<file path="src/rtl/bs_frame_pkg.sv">
// Shared types and constants for the backscatter frame generator.
// CRC-8 support is compiled in only when BS_FRAME_CRC8_EN is defined.
package bs_frame_pkg;

  localparam int unsigned CNT_W = 16;

  localparam logic [7:0] CRC8_POLY = 8'h07;
  localparam logic [7:0] CRC8_INIT = 8'h00;

  // Manchester half-symbol phases: the first half carries the bit, the second its complement
  localparam logic PHASE_FIRST  = 1'b0;
  localparam logic PHASE_SECOND = 1'b1;

  typedef enum logic [2:0] {
    ST_IDLE = 3'd0,
    ST_WAIT = 3'd1,
    ST_PRE  = 3'd2,
    ST_DATA = 3'd3,
    ST_CRC  = 3'd4,
    ST_TAIL = 3'd5
  } state_t;

  function automatic logic man_half(input logic b, input logic phase);
    return b ^ phase;
  endfunction

  // One MSB-first serial step of CRC-8, no reflection
  function automatic logic [7:0] crc8_step(input logic [7:0] crc, input logic b);
    logic [7:0] nxt;
    nxt = {crc[6:0], 1'b0};
    if (crc[7] ^ b) nxt = nxt ^ CRC8_POLY;
    return nxt;
  endfunction

endpackage

</file>
<file path="src/rtl/bs_frame_gen_crc8.sv">
// Serial CRC-8 over transmitted payload bits; exists only when BS_FRAME_CRC8_EN is defined.
`ifdef BS_FRAME_CRC8_EN
module crc8_serial
  import bs_frame_pkg::*;
(
  input  logic       clk,
  input  logic       rst,
  input  logic       clr,
  input  logic       bit_valid,
  input  logic       bit_in,
  output logic [7:0] crc_out
);

  always_ff @(posedge clk) begin
    if (rst)            crc_out <= CRC8_INIT;
    else if (clr)       crc_out <= CRC8_INIT;
    else if (bit_valid) crc_out <= crc8_step(crc_out, bit_in);
  end

endmodule
`endif

</file>
<file path="src/rtl/bs_frame_gen.sv">
// Backscatter frame generator: on a packet-detect edge, waits a guard delay then Manchester-serialises
// preamble, payload and (with BS_FRAME_CRC8_EN) a CRC-8 on asw_out.
module bs_frame_gen
  import bs_frame_pkg::*;
#(
  parameter int unsigned       SYM_DIV    = 20,
  parameter int unsigned       TRIG_DELAY = 100,
  parameter int unsigned       PRE_W      = 8,
  parameter logic [PRE_W-1:0]  PREAMBLE   = 8'hA5,
  parameter int unsigned       PAYLOAD_W  = 32
) (
  input  logic                 clk,
  input  logic                 rst,
  input  logic                 en,
  input  logic                 dect_in,
  input  logic [PAYLOAD_W-1:0] payload_i,
  input  logic                 payload_load,
  output logic                 asw_out,
  output logic                 busy,
  output logic                 frame_done
);

  localparam int unsigned TOT_W = PRE_W + PAYLOAD_W;

  state_t               state;
  logic [CNT_W-1:0]     cnt;
  logic [CNT_W-1:0]     bit_cnt;
  logic                 phase;
  logic                 dect_q;
  logic [PAYLOAD_W-1:0] shadow;
  logic [TOT_W-1:0]     sr;

  logic                 trig_c;
  logic                 half_end_c;
  logic                 bit_last_c;
  logic                 cur_bit_c;
  logic                 nxt_bit_c;
  logic [CNT_W-1:0]     bit_lim_c;
  logic [PAYLOAD_W-1:0] load_val_c;

  assign trig_c     = dect_in & ~dect_q & en & (state == ST_IDLE);
  assign load_val_c = payload_load ? payload_i : shadow;
  assign half_end_c = (cnt == CNT_W'(SYM_DIV - 1));
  assign cur_bit_c  = sr[TOT_W-1];
  assign nxt_bit_c  = sr[TOT_W-2];
  assign bit_last_c = (bit_cnt == bit_lim_c);

  always_comb begin
    bit_lim_c = CNT_W'(PAYLOAD_W - 1);
    case (state)
      ST_PRE:  bit_lim_c = CNT_W'(PRE_W - 1);
      ST_CRC:  bit_lim_c = CNT_W'(7);
      default: bit_lim_c = CNT_W'(PAYLOAD_W - 1);
    endcase
  end

`ifdef BS_FRAME_CRC8_EN
  logic [7:0] crc;

  // Payload bits are folded in at mid-symbol so the CRC is settled before the last data bit ends
  crc8_serial u_crc (
    .clk       (clk),
    .rst       (rst),
    .clr       (trig_c),
    .bit_valid ((state == ST_DATA) && (phase == PHASE_FIRST) && half_end_c),
    .bit_in    (cur_bit_c),
    .crc_out   (crc)
  );
`endif

  always_ff @(posedge clk) begin
    if (rst) begin
      state      <= ST_IDLE;
      cnt        <= '0;
      bit_cnt    <= '0;
      phase      <= PHASE_FIRST;
      dect_q     <= 1'b0;
      shadow     <= '0;
      sr         <= '0;
      asw_out    <= 1'b0;
      busy       <= 1'b0;
      frame_done <= 1'b0;
    end else begin
      dect_q     <= dect_in;
      frame_done <= 1'b0;
      if (payload_load) shadow <= payload_i;

      if (!en && (state != ST_IDLE)) begin
        state   <= ST_IDLE;
        cnt     <= '0;
        bit_cnt <= '0;
        phase   <= PHASE_FIRST;
        asw_out <= 1'b0;
        busy    <= 1'b0;
      end else begin
        case (state)
          ST_IDLE: begin
            asw_out <= 1'b0;
            if (trig_c) begin
              state <= ST_WAIT;
              cnt   <= '0;
              busy  <= 1'b1;
              sr    <= {PREAMBLE, load_val_c};
            end
          end

          ST_WAIT: begin
            if (cnt == CNT_W'(TRIG_DELAY)) begin
              state   <= ST_PRE;
              cnt     <= '0;
              bit_cnt <= '0;
              phase   <= PHASE_FIRST;
              asw_out <= man_half(cur_bit_c, PHASE_FIRST);
            end else begin
              cnt <= cnt + CNT_W'(1);
            end
          end

          ST_PRE, ST_DATA, ST_CRC: begin
            if (!half_end_c) begin
              cnt <= cnt + CNT_W'(1);
            end else begin
              cnt <= '0;
              if (phase == PHASE_FIRST) begin
                phase   <= PHASE_SECOND;
                asw_out <= man_half(cur_bit_c, PHASE_SECOND);
              end else begin
                phase <= PHASE_FIRST;
                if (!bit_last_c) begin
                  bit_cnt <= bit_cnt + CNT_W'(1);
                  sr      <= {sr[TOT_W-2:0], 1'b0};
                  asw_out <= man_half(nxt_bit_c, PHASE_FIRST);
                end else begin
                  bit_cnt <= '0;
                  case (state)
                    ST_PRE: begin
                      state   <= ST_DATA;
                      sr      <= {sr[TOT_W-2:0], 1'b0};
                      asw_out <= man_half(nxt_bit_c, PHASE_FIRST);
                    end
`ifdef BS_FRAME_CRC8_EN
                    ST_DATA: begin
                      state   <= ST_CRC;
                      sr      <= {crc, (TOT_W-8)'(0)};
                      asw_out <= man_half(crc[7], PHASE_FIRST);
                    end
`endif
                    default: begin
                      state   <= ST_TAIL;
                      asw_out <= 1'b0;
                    end
                  endcase
                end
              end
            end
          end

          ST_TAIL: begin
            asw_out <= 1'b0;
            if (half_end_c) begin
              state      <= ST_IDLE;
              cnt        <= '0;
              busy       <= 1'b0;
              frame_done <= 1'b1;
            end else begin
              cnt <= cnt + CNT_W'(1);
            end
          end

          default: begin
            state   <= ST_IDLE;
            asw_out <= 1'b0;
            busy    <= 1'b0;
          end
        endcase
      end
    end
  end

endmodule
</file>
<file path="config.mk">
export PLATFORM = sky130hd
export DESIGN_NAME = bs_frame_gen
export DESIGN_NICKNAME = d
export VERILOG_FILES = /design/src/rtl/bs_frame_pkg.sv /design/src/rtl/bs_frame_gen_crc8.sv /design/src/rtl/bs_frame_gen.sv
export SDC_FILE = /design/constraint.sdc
export NUM_CORES = 1
export LEC_CHECK = 0
export ABC_AREA = 1
export CAP_MARGIN = 0
export CORE_MARGIN = 5
export CORE_UTILIZATION = 35
export CTS_BUF_LIST = sky130_fd_sc_hd__clkbuf_4 sky130_fd_sc_hd__clkbuf_8
export DETAILED_ROUTE_END_ITERATION = 10
export PLACE_DENSITY_LB_ADDON = 0.2
export SYNTH_ARGS = -nofsm -noshare
export SYNTH_HDL_FRONTEND = slang
export SYNTH_SLANG_ARGS = --single-unit
</file>
<file path="constraint.sdc">
create_clock -name clk -period 2.9 [get_ports clk]
set_clock_uncertainty 0.2 [all_clocks]
set_input_delay 0.435 -clock clk [delete_from_list [all_inputs] [get_ports clk]]
set_output_delay 0.435 -clock clk [all_outputs]
set_load 0.02 [all_outputs]
</file>
-- Word-level counts from Yosys, hierarchy flattened
Cells that the tools add are included.
- add/subtract/negate cells: 2
- equal/unequal tests: 15
- mux-type cells: 39
- bitwise operators: 8
- reduce and logical (&&, ||, !) cells: 20
- operator list (operator ; count):
    40-bit 2-to-1 mux ; 5
    16-bit 2-to-1 mux ; 7
    40-bit one-hot mux with 2 select lines ; 1
    16-bit one-hot mux with 3 select lines ; 1
    16-bit by 1-bit adder with 16-bit output (second input constant) ; 2
    32-bit 2-to-1 mux ; 1
    16-bit one-hot mux with 2 select lines ; 1
    3-bit 2-to-1 mux ; 7
    16-bit == test ; 1
    16-bit by 5-bit == test with 1-bit output (second input constant) ; 1
    16-bit by 7-bit == test with 1-bit output (second input constant) ; 1
    2-bit inequality test (second input constant) ; 6
    3-bit one-hot mux with 4 select lines ; 1
    6-bit AND reduction ; 2
    1-bit 2-to-1 mux ; 11
    4-bit OR reduction ; 2
    3-bit by 2-bit == test with 1-bit output (second input constant) ; 2
    3-bit == test (second input constant) ; 2
    3-bit AND reduction ; 2
    3-bit nonzero test ; 2
    3-bit OR reduction ; 2
    5-bit 2-to-1 mux ; 1
    1-bit inverter ; 5
    1-bit one-hot mux with 2 select lines ; 2
    11 further kinds ; 16
- flip-flop bits (word level): 112
- bits of input ports: 37
- output and inout bits: 3
- word-level logic and storage cells: 94

-- Logic depth before layout (Yosys ltp)
- depth after elaboration: 8
- gate-level depth with buffers: 13
- mapped depth without buffers: 12

-- Worst setup path before layout
No wires, ideal clock.
- kind: in2reg
- from: input payload_load
- to: register sr[14]
- library setup time: 0.113 ns
- data arrival time: 1.489 ns
- data required time: 2.587 ns
- slack: 1.098 ns
- stages: 10
- path buffers: 2
- path through: buf_2 > inv_1 > clkbuf_1 > or2_2 > o21a_1 > inv_1 > o21ai_0 > nand3b_1 > nand2_1 > nor2_1
- word-level cells in the longest chain between the ends: 3
- RTL lines (item ; line ; source):
    start, declared ; bs_frame_gen.sv:17 ; input logic payload_load,
    32-bit 2-to-1 mux ; n/a ;
    40-bit 2-to-1 mux ; bs_frame_gen.sv:99 ; if (trig_c) begin
    40-bit one-hot mux with 2 select lines ; bs_frame_gen.sv:96 ; case (state)
    end signal, assigned ; bs_frame_gen.sv:103 ; sr <= {PREAMBLE, load_val_c};
    end signal, assigned ; bs_frame_gen.sv:131 ; sr <= {sr[TOT_W-2:0], 1'b0};
    end signal, assigned ; bs_frame_gen.sv:138 ; sr <= {sr[TOT_W-2:0], 1'b0};
    end, declared ; bs_frame_gen.sv:31 ; logic [TOT_W-1:0] sr;
Every way passes these cells. The select of a mux whose other input is x is not followed.
A chain may end at the register's enable or synchronous reset.

-- Final worst setup path
- from: register state[2]
- to: register sr[10]
- word-level cells in the longest chain between the ends: 8
- elaborated cells between the ends (all ways): 22
- those cells by class: eq/ne: 8; mux: 5; bitwise: 2; reduce/logical: 7
- RTL lines (item ; line ; source):
    start, declared ; bs_frame_gen.sv:25 ; state_t state;
    start signal, assigned ; bs_frame_gen.sv:73 ; state <= ST_IDLE;
    start signal, assigned ; bs_frame_gen.sv:89 ; state <= ST_IDLE;
    start signal, assigned ; bs_frame_gen.sv:100 ; state <= ST_WAIT;
    3-bit by 2-bit == test with 1-bit output or 3-bit == test (tied branches) ; bs_frame_gen.sv:50, bs_frame_gen.sv:96, bs_frame_gen.sv:135 ;
    2-bit OR reduction (no source line) ; n/a ;
    5-bit 2-to-1 mux ; bs_frame_gen.sv:50 ; case (state)
    16-bit == test ; bs_frame_gen.sv:46 ; assign bit_last_c = (bit_cnt == bit_lim_c);
    40-bit 2-to-1 mux ; bs_frame_gen.sv:129 ; if (!bit_last_c) begin
    40-bit 2-to-1 mux ; bs_frame_gen.sv:124 ; if (phase == PHASE_FIRST) begin
    40-bit 2-to-1 mux ; bs_frame_gen.sv:120 ; if (!half_end_c) begin
    40-bit one-hot mux with 2 select lines ; bs_frame_gen.sv:96 ;
Parallel ways exist; a longest one is shown, timed or not. The select of a mux whose other input is x is not followed.

==> flow_summary.json <==
{
  "grt_max_degree": 53,
  "fp.dieW_um": 140.5,
  "syn-instance-count": 874,
  "crit_required_ns": 3.01,
  "cts-htree-levels": 3,
  "fin_setup_tns_ns": 0,
  "track_usage_pct": 13.68,
  "p_per_area_nw_per_um2": 691.3,
  "gp_congestion": 0.8253,
  "critPathKind": "reg -> reg",
  "cts_hold_buffers": 0,
  "synth_cell_type_count": 37,
  "dr.pass1.iters": 5,
  "yosys-top-cells-area": "dfxtp_1 38%, nand2_1 12%, nor2_1 8.9%, inv_1 4.9%, a21oi_1 4.1%",
  "routed_wl_um": 13030,
  "core_um2": 16640,
  "wire_per_inst_um": 11.62,
  "yosysTopAreaCellShare_pct": 37.62,
  "dieArea_um2": 19740,
  "r2r_slack_ns": 0.63,
  "layout-drive-gt1-share_pct": 11.76,
  "clock_latency_ns": 0.40,
  "num_vias": 5260,
  "cts_resized": 0,
  "synth_area_per_cell_um2": 6.819,
  "setup_viol": 0,
  "slew_viol_final": 0,
  "vias_per_cell": 4.692,
  "route.detailed.drc": 0,
  "stdcell_count": 1121,
  "drt_iter0_drc": 439,
  "cts_setup_buffers": 0,
  "cts_max_path_buffers": 2,
  "ant_nets": 0,
  "synth_warnings": 0,
  "cts_tree": "built",
  "status": "complete, no violations",
  "clkSinkCount": 112,
  "die_h_um": 140.5,
  "hp-class": "reg -> reg",
  "syn2layout_area_growth_pct": 13.67,
  "final_cell_mix": "190 x nand2_1, 142 x nor2_1, 112 x dfxtp_1",
  "drv_cap": 0,
  "ys_seq_elements": 112,
  "ios": 40,
  "hold_viol": 0,
  "num_antenna_cells": 0,
  "grt_overflow_total": 0,
  "dp.cells": 1105,
  "row_count": 47,
  "final_nets": 936,
  "max_freq_mhz": 441.1,
  "antenna_found_initial": 0,
  "leakagePower_nw": 2.761,
  "yosys.area.top_type": "dfxtp_1",
  "cts.clk_slew.worst_paths_ns": 0.12,
  "tightest_slew_ns": 0.5180,
  "worstSetupStartpointType": "flip-flop",
  "max_slew_margin_pct": 65.43,
  "root_buffer": "clkbuf_8",
  "io_buffers": 39,
  "rsz0062_at_grt": "false",
  "min_period_ns": 2.267,
  "worstPathArrival_ns": 2.37,
  "yosysSeqAreaShare_pct": 37.62,
  "grt_pass1_vias": 4788,
  "start_util_pct": 35.81,
  "post-route-period-util_pct": 78.18,
  "numCtsBuffers": 9,
  "crit_path_end_kind": "flip-flop",
  "max-vdd-ir-drop_v": 0.0003863,
  "final_common_cell": "nand2_1",
  "dp_hpwl_um": 9060,
  "syn-cell-area_um2": 5959,
  "path_max_fanout": 32,
  "grt_pass1_wl_um": 22790,
  "syn_nets": 914
}
[registers in the layout, summed over array words and instances, names as in the netlist]
signal and cells:
state 3, cnt 16, phase 1, bit_cnt 16
sr 40, shadow 32, frame_done 1, busy 1
asw_out 1, dect_q 1
[critical path, stage by stage, from the launching register on]
cell and delay (ns):
dfxtp_1 0.41, nor2_2 0.25, a21oi_4 0.09, buf_4 0.22, nand2_4 0.12, nand3_2 0.10
nor2_4 0.29, buf_12 0.25, nand3b_1 0.09, nand2_1 0.08, nor2_1 0.04
[cell usage after synthesis]
master / count
nand2_1: 190
nor2_1: 142
dfxtp_1: 112
inv_1: 78
a21oi_1: 49
o21ai_0: 42
nand3_1: 36
or2_2: 32
nand3b_1: 31
o21a_1: 29
nand4_1: 21
buf_2: 19
clkbuf_1: 17
nor3_1: 14
a21oi_2: 11
buf_6: 6
inv_2: 6
nand2_2: 5
nor2_2: 5
ha_1: 3
nor3b_2: 3
a31oi_1: 2
inv_4: 2
nand2_4: 2
nand3_2: 2
nor2_4: 2
o211ai_1: 2
xor2_1: 2
a211oi_2: 1
a31o_2: 1
buf_4: 1
buf_8: 1
nand4_2: 1
nor3_2: 1
nor3b_1: 1
nor4_1: 1
o21ai_1: 1
[power breakdown]
| group | switching (W) | total, W | internal [W] |
|---|---|---|---|
| combinational | 0.00109 | 0.00183 | 0.000739 |
| clock | 0.000601 | 0.000958 | 0.000358 |
| sequential | 0.000128 | 0.00189 | 0.00177 |
| total | 0.00182 | 0.00468 | 0.00286 |
[final cells by class]
cell class,instances,area [um2]
clock inverter,6,61.31
multi-input combinational,632,3157
timing repair buffer,55,573.1
inverter,86,327.8
fill,1753,9868
clock buffer,10,137.6
tap,220,275.3
sequential,112,2242
[kinds of logic after synthesis]
| kind of cell | count (synthesis) | share of synthesized area, % |
|---|---|---|
| adder cells (fa/ha/maj) | 3 | 0.6299 |
| buffers and inverters | 130 | 9.679 |
| AND/OR/NAND/NOR | 489 | 37.96 |
| AO/OA/AOI/OAI | 138 | 13.81 |
| XOR/XNOR | 2 | 0.2940 |
| flip-flops | 112 | 37.62 |
[path summary, 6_finish.rpt]
path | from | endpoint | depth (start not counted)
setup / recovery | state[2]$_SDFFE_PP0P_ | sr[10]$_SDFFE_PP0P_ | 10
hold / removal | sr[0]$_SDFFE_PP0P_ | sr[0]$_SDFFE_PP0P_ | 2
setup reg to reg | state[2]$_SDFFE_PP0P_ | sr[10]$_SDFFE_PP0P_ | 10
hold reg to reg | sr[0]$_SDFFE_PP0P_ | sr[0]$_SDFFE_PP0P_ | 2
[per-layer routing]
metal / wire length (um) / global-route usage (%) / vias to the layer above
met4: 135 / 3.672 / 0
met1: 6679 / 18.72 / 2343
met2: 5788 / 21.52 / 62
li1: - / - / 2846
met5: 0 / 0 / -
met3: 422 / 3.408 / 9
[through the flow]
| step | hold WS [ns] | instance area [um2] | utilization, % | worst slack (ns) | power (W) |
|---|---|---|---|---|---|
| floorplan | 0.2427 | 5959 | - | 1.098 | 0.003373 |
| global placement | 0.2620 | 6575 | 39.51 | 0.4318 | 0.003767 |
| detailed placement | 0.2684 | 6575 | 39.51 | 0.4098 | 0.003775 |
| CTS | 0.2943 | 6774 | 40.70 | 0.6127 | 0.004753 |
| global route | 0.3195 | 6774 | 40.70 | 0.3917 | 0.005083 |
| finish | 0.2860 | 6774 | 40.70 | 0.6328 | 0.004683 |
Note: power is estimated with default switching activity, not from simulation.
==> patch 1, RTL diff (config.mk and constraints unchanged) <==
Change the parameter `PAYLOAD_W` from 32 to 16.
--- a/src/rtl/bs_frame_gen.sv
+++ b/src/rtl/bs_frame_gen.sv
@@ -8,5 +8,5 @@
   parameter int unsigned       PRE_W      = 8,
   parameter logic [PRE_W-1:0]  PREAMBLE   = 8'hA5,
-  parameter int unsigned       PAYLOAD_W  = 32
+  parameter int unsigned       PAYLOAD_W  = 16
 ) (
   input  logic                 clk,
Ports: changed (resized payload_i); port bits go from 40 to 24. No check against the original RTL was run, so the function may have changed too.
==> patch 1 against the unedited design <==
- worst hold slack worse by 6.4 ps
- clock power is 15% lower
- sequential cell count is 32 lower
- wire length is 34% lower
- count of clock-buffer cells in the layout stayed put
- combinational power is 4% lower
- cell area is 33% lower
- core utilization is 0.56 points lower
- synthesized area is 33% lower
- power is 16% lower
- worst setup slack worse by 29 ps
- non-clock buffer count is 25 lower
==> patch 1: results (changes against the unedited design) <==
- Outcome: finished, final reports clean
- Largest net degree at the start of global routing: 30 (-43%)
- Fin nets: 629 (-33%)
- CP max FO: 26 (-19%)
- Slew @ Worst Pin: 485 ps (-32.7 ps)
- Synth unique cells: 33 (-11%)
- Most frequent cells after synthesis: nor2_1 (130), nand2_1 (120), dfxtp_1 (80)
- Post-synthesis compound-gate area fraction: 0.101 (-0.0368)
- First-pass GRT wire length: 14,900 µm (-35%)
- Drt drc: 0 (unchanged)
- CTS clock-pin slew for the worst setup and hold paths: 80 ps (-40 ps)
- Mapped Nets: 608 (-33%)
- RePlAce Congestion: 0.849 (+2.8%)
- Routed wire length: 8540 µm (-34%)
- DP Wirelength: 6230 µm (-31%)
- DR vias: 3,580 (-32%)
- Top cells by area, synth: dfxtp_1 (40%), nor2_1 (12%), nand2_1 (11%), o21ai_0 (5.5%), inv_1 (4.7%)
- Layout cells sized above 1: 0.0821 (-0.0355)
- Largest register FFs: 24 (-40%)
- Buffers on Ports: 23 (-41%)
- Total track usage: 0.135 (-0.00202)
- Maximum vdd ir drop: 0.406 mV (+5.0%)
- Post-synthesis xor/xnor area fraction: 0.0153 (+0.0123)
- Vias in the first global route: 3,338 (-30%)
- Clk_lat worst skew: 360 ps (-40 ps)
- Leakage: 1.80 nW (-35%)
- Post-synthesis sequential area ratio: 0.399 (+0.0229)
- Adder-cell share of the synthesized area: 0.00935 (+0.00306)
==> patch 1: cell count changes after synthesis, moves of 29 or more <==
| cell | delta |
|---|---|
| dfxtp_1 | -32 |
| nand3b_1 | -29 |
| nand2_1 | -70 |
| or2_2 | -31 |
| o21a_1 | -29 |
==> patch 1: report_power, final <==
group          total [W]  leakage [nW]  internal [W]  switching [W]
Sequential       0.00139         0.653       0.00127       0.000111
Clock           0.000810        0.0918      0.000403       0.000407
Combinational    0.00176          1.05      0.000549        0.00121
==> patch 1: logic make-up (layout without fill, tap and decap cells) <==
group | count (synthesis) | in the layout
AO/OA/AOI/OAI | 77 | 77
XOR/XNOR | 7 | 7
adder cells (fa/ha/maj) | 3 | 3
buffers and inverters | 74 | 99
flip-flops | 80 | 80
multiplexers | 15 | 15
AND/OR/NAND/NOR | 328 | 328
==> patch 1: metrics by stage <==
stage | power [W] | cells | setup WS (ps) | area (µm²) | hold slack [ps]
6_report | 0.00395 | 752 | 604 | 4540 | 280
3_3_place_gp | 0.00316 | 737 | 382 | 4350 | 261
5_1_grt | 0.00430 | 752 | 352 | 4540 | 304
4_1_cts | 0.00401 | 752 | 569 | 4540 | 279
3_5_place_dp | 0.00318 | 737 | 331 | 4350 | 268
2_1_floorplan | 0.00286 | 584 | 1130 | 4010 | 246
==> patch 1: critical path, stage by stage (launching register included) <==
cell     delay [ps]
dfxtp_1         530
nor2_4           70
nand2_2          90
nand2_4         190
nand2_4         140
nand3_2          70
nor2_2          120
nand3_2         400
o21ai_0         310
nor2_1           60
==> patch 1: per-layer routing <==
| layer | up-vias | track usage | routed length [µm] |
|---|---|---|---|
| met5 | - | 0 | 0 |
| met3 | 9 | 0.0350 | 210 |
| met4 | 0 | 0.0443 | 119 |
| li1 | 1902 | - | - |
| met1 | 1631 | 0.166 | 4070 |
| met2 | 38 | 0.229 | 4140 |
==> patch 1: cell type report <==
type                    instances  area [µm²]
fillers                      1245        6780
multi-input cells             430        2090
flip-flops and latches         80        1600
repair buffers                 30         283
inverters                      54         203
well taps                     143         179
clock buffers                  10         131
clock inverters                 5        58.8
==> patch 1: worst paths after layout <==
path | startpoint | endpoint | slack (ps) | cells past startpoint
setup / recovery | state[1] | sr[12] | 600 | 9
hold / removal | cnt[14] | cnt[14] | 280 | 2
setup reg to reg | state[1] | sr[12] | 600 | 9
hold reg to reg | cnt[14] | cnt[14] | 280 | 2
==> patch 2, RTL diff (config.mk and constraints unchanged) <==
Made on the original files. Put one more register stage on the output `frame_done`, with the module's reset. The value now appears one clock later. The other outputs are not delayed to match.
--- a/src/rtl/bs_frame_gen.sv
+++ b/src/rtl/bs_frame_gen.sv
@@ -22,4 +22,6 @@
 
   localparam int unsigned TOT_W = PRE_W + PAYLOAD_W;
+
+  logic frame_done_s0;
 
   state_t               state;
@@ -80,8 +82,8 @@
       asw_out    <= 1'b0;
       busy       <= 1'b0;
-      frame_done <= 1'b0;
+      frame_done_s0 <= 1'b0;
     end else begin
       dect_q     <= dect_in;
-      frame_done <= 1'b0;
+      frame_done_s0 <= 1'b0;
       if (payload_load) shadow <= payload_i;
 
@@ -162,5 +164,5 @@
               cnt        <= '0;
               busy       <= 1'b0;
-              frame_done <= 1'b1;
+              frame_done_s0 <= 1'b1;
             end else begin
               cnt <= cnt + CNT_W'(1);
@@ -178,3 +180,11 @@
   end
 
+  always_ff @(posedge clk) begin
+    if (rst) begin
+      frame_done <= '0;
+    end else begin
+      frame_done <= frame_done_s0;
+    end
+  end
+
 endmodule
Function: no difference found for any inputs over 4 cycles, from zero or initial values and one cycle with rst high; that may be too few to reach the edited logic, so the function may still have changed.
==> patch 2 against the unedited design <==
- worst setup slack worse by 39 ps
- synthesized area shrank 7.7%
- clock power grew 74%
- cell area is 4.7% lower
- wire length fell by 4.7%
- power rose by 5.7%
- count of clock-buffer cells in the layout is 13 higher
- sequential cell count is 1 higher
- critical path type unchanged
- critical endpoint is now sr[38]
- largest power group unchanged
==> patch 2: results (changes against the unedited design) <==
- Worst slew margin: 0.587 (-0.0673)
- H-Tree Depth: 4 (+1)
- DP Area: 6010 µm² (-8.6%)
- Arrival time worst endpoint: 2460 ps (+90 ps)
- Layout cells sized above 1: 0.0895 (-0.0282)
- DR vias: 4,830 (-8.2%)
- Placed Cells: 995 (-10%)
- Mapped Nets: 813 (-11%)
- Clk pwr share: 0.336 (+0.131)
- Drt pass-1 iters: 4 (-1)
- Comb pwr share: 0.290 (-0.101)
- Largest net degree at the start of global routing: 72 (+36%)
- Routed wire length: 12,400 µm (-4.7%)
- Most frequent cells after synthesis: nand2_1 (140), nor2_1 (139), dfxtp_1 (113)
- Post-synth top area share: 0.411 (+0.0351)
- Syn_area_per_cell: 7.11 µm² (+4.3%)
- Post-synthesis sequential area ratio: 0.411 (+0.0351)
- First-iteration detailed-routing DRC count: 313 (-29%)
- Vias in the first global route: 4,442 (-7.2%)
- DR WL/cell: 12.1 µm (+4.1%)
- Place WS: 305 ps (-105 ps)
- CTS clock-pin slew for the worst setup and hold paths: 70 ps (-50 ps)
- Leakage: 2.54 nW (-7.9%)
- Total track usage: 0.141 (+0.00406)
- Cts bufs inserted: 17 (+8)
- Outcome: finished, final reports clean
- Top cells by area, synth: dfxtp_1 (41%), nand2_1 (9.6%), nor2_1 (9.5%), o21ai_0 (6.6%), mux2i_1 (5.6%)
- Clk_lat worst skew: 430 ps (+30 ps)
- Power Internal: 0.00326 W (+14%)
- First-pass GRT wire length: 21,200 µm (-6.8%)
- CP max FO: 41 (+28%)
- Synth unique cells: 39 (+5.4%)
- RePlAce Congestion: 0.850 (+2.9%)
- Reg2Reg Capture Point: sr[38]
- Worst r2r src: bit_cnt[0]
- CP max stage delay: 380 ps (-30 ps)
- Min Tclk post-route: 2310 ps (+39.4 ps)
- Maximum vdd ir drop: 0.403 mV (+4.4%)
- Met2 wire len: 5510 µm (-4.8%)
- DP Wirelength: 8290 µm (-8.5%)
- P per Cell Area: 766 nW/µm² (+11%)
- Wire length on met3: 433 µm (+2.6%)
- Fin nets: 843 (-9.9%)
- WHS Path Cells: 2 (unchanged)
-- patch 2: kinds of logic after synthesis --
logic type	synth area share
xor gates and xnor gates	0.0143
adders and majority gates	0.00683
DFF	0.411
buffers and inverters	0.0837
AOI/OAI and AO/OA	0.148
and+or+nand+nor	0.280
muxes	0.0564
-- patch 2: final cells by class --
type	count	area, µm²
multi-input cells	557	2780
well taps	211	264
repair buffers	49	460
inverters	65	244
clock inverters	9	154
flip-flops and latches	113	2260
fillers	1642	8860
clock buffers	23	298
-- patch 2: how the worst min path moves through the flow --
stage	start	to	slack, ps
3_3_place_gp	frame_done_s0	frame_done	210
2_1_floorplan	frame_done_s0	frame_done	190
4_1_cts	frame_done_s0	frame_done	220
6_report	frame_done_s0	frame_done	220
5_1_grt	frame_done_s0	frame_done	240
3_5_place_dp	frame_done_s0	frame_done	210
-- patch 2: layer usage --
layer  vias up  GRT usage
met4         0     0.0476
met3        17     0.0427
met5         -          0
met1      2176      0.192
met2        57      0.212
li1       2580          -
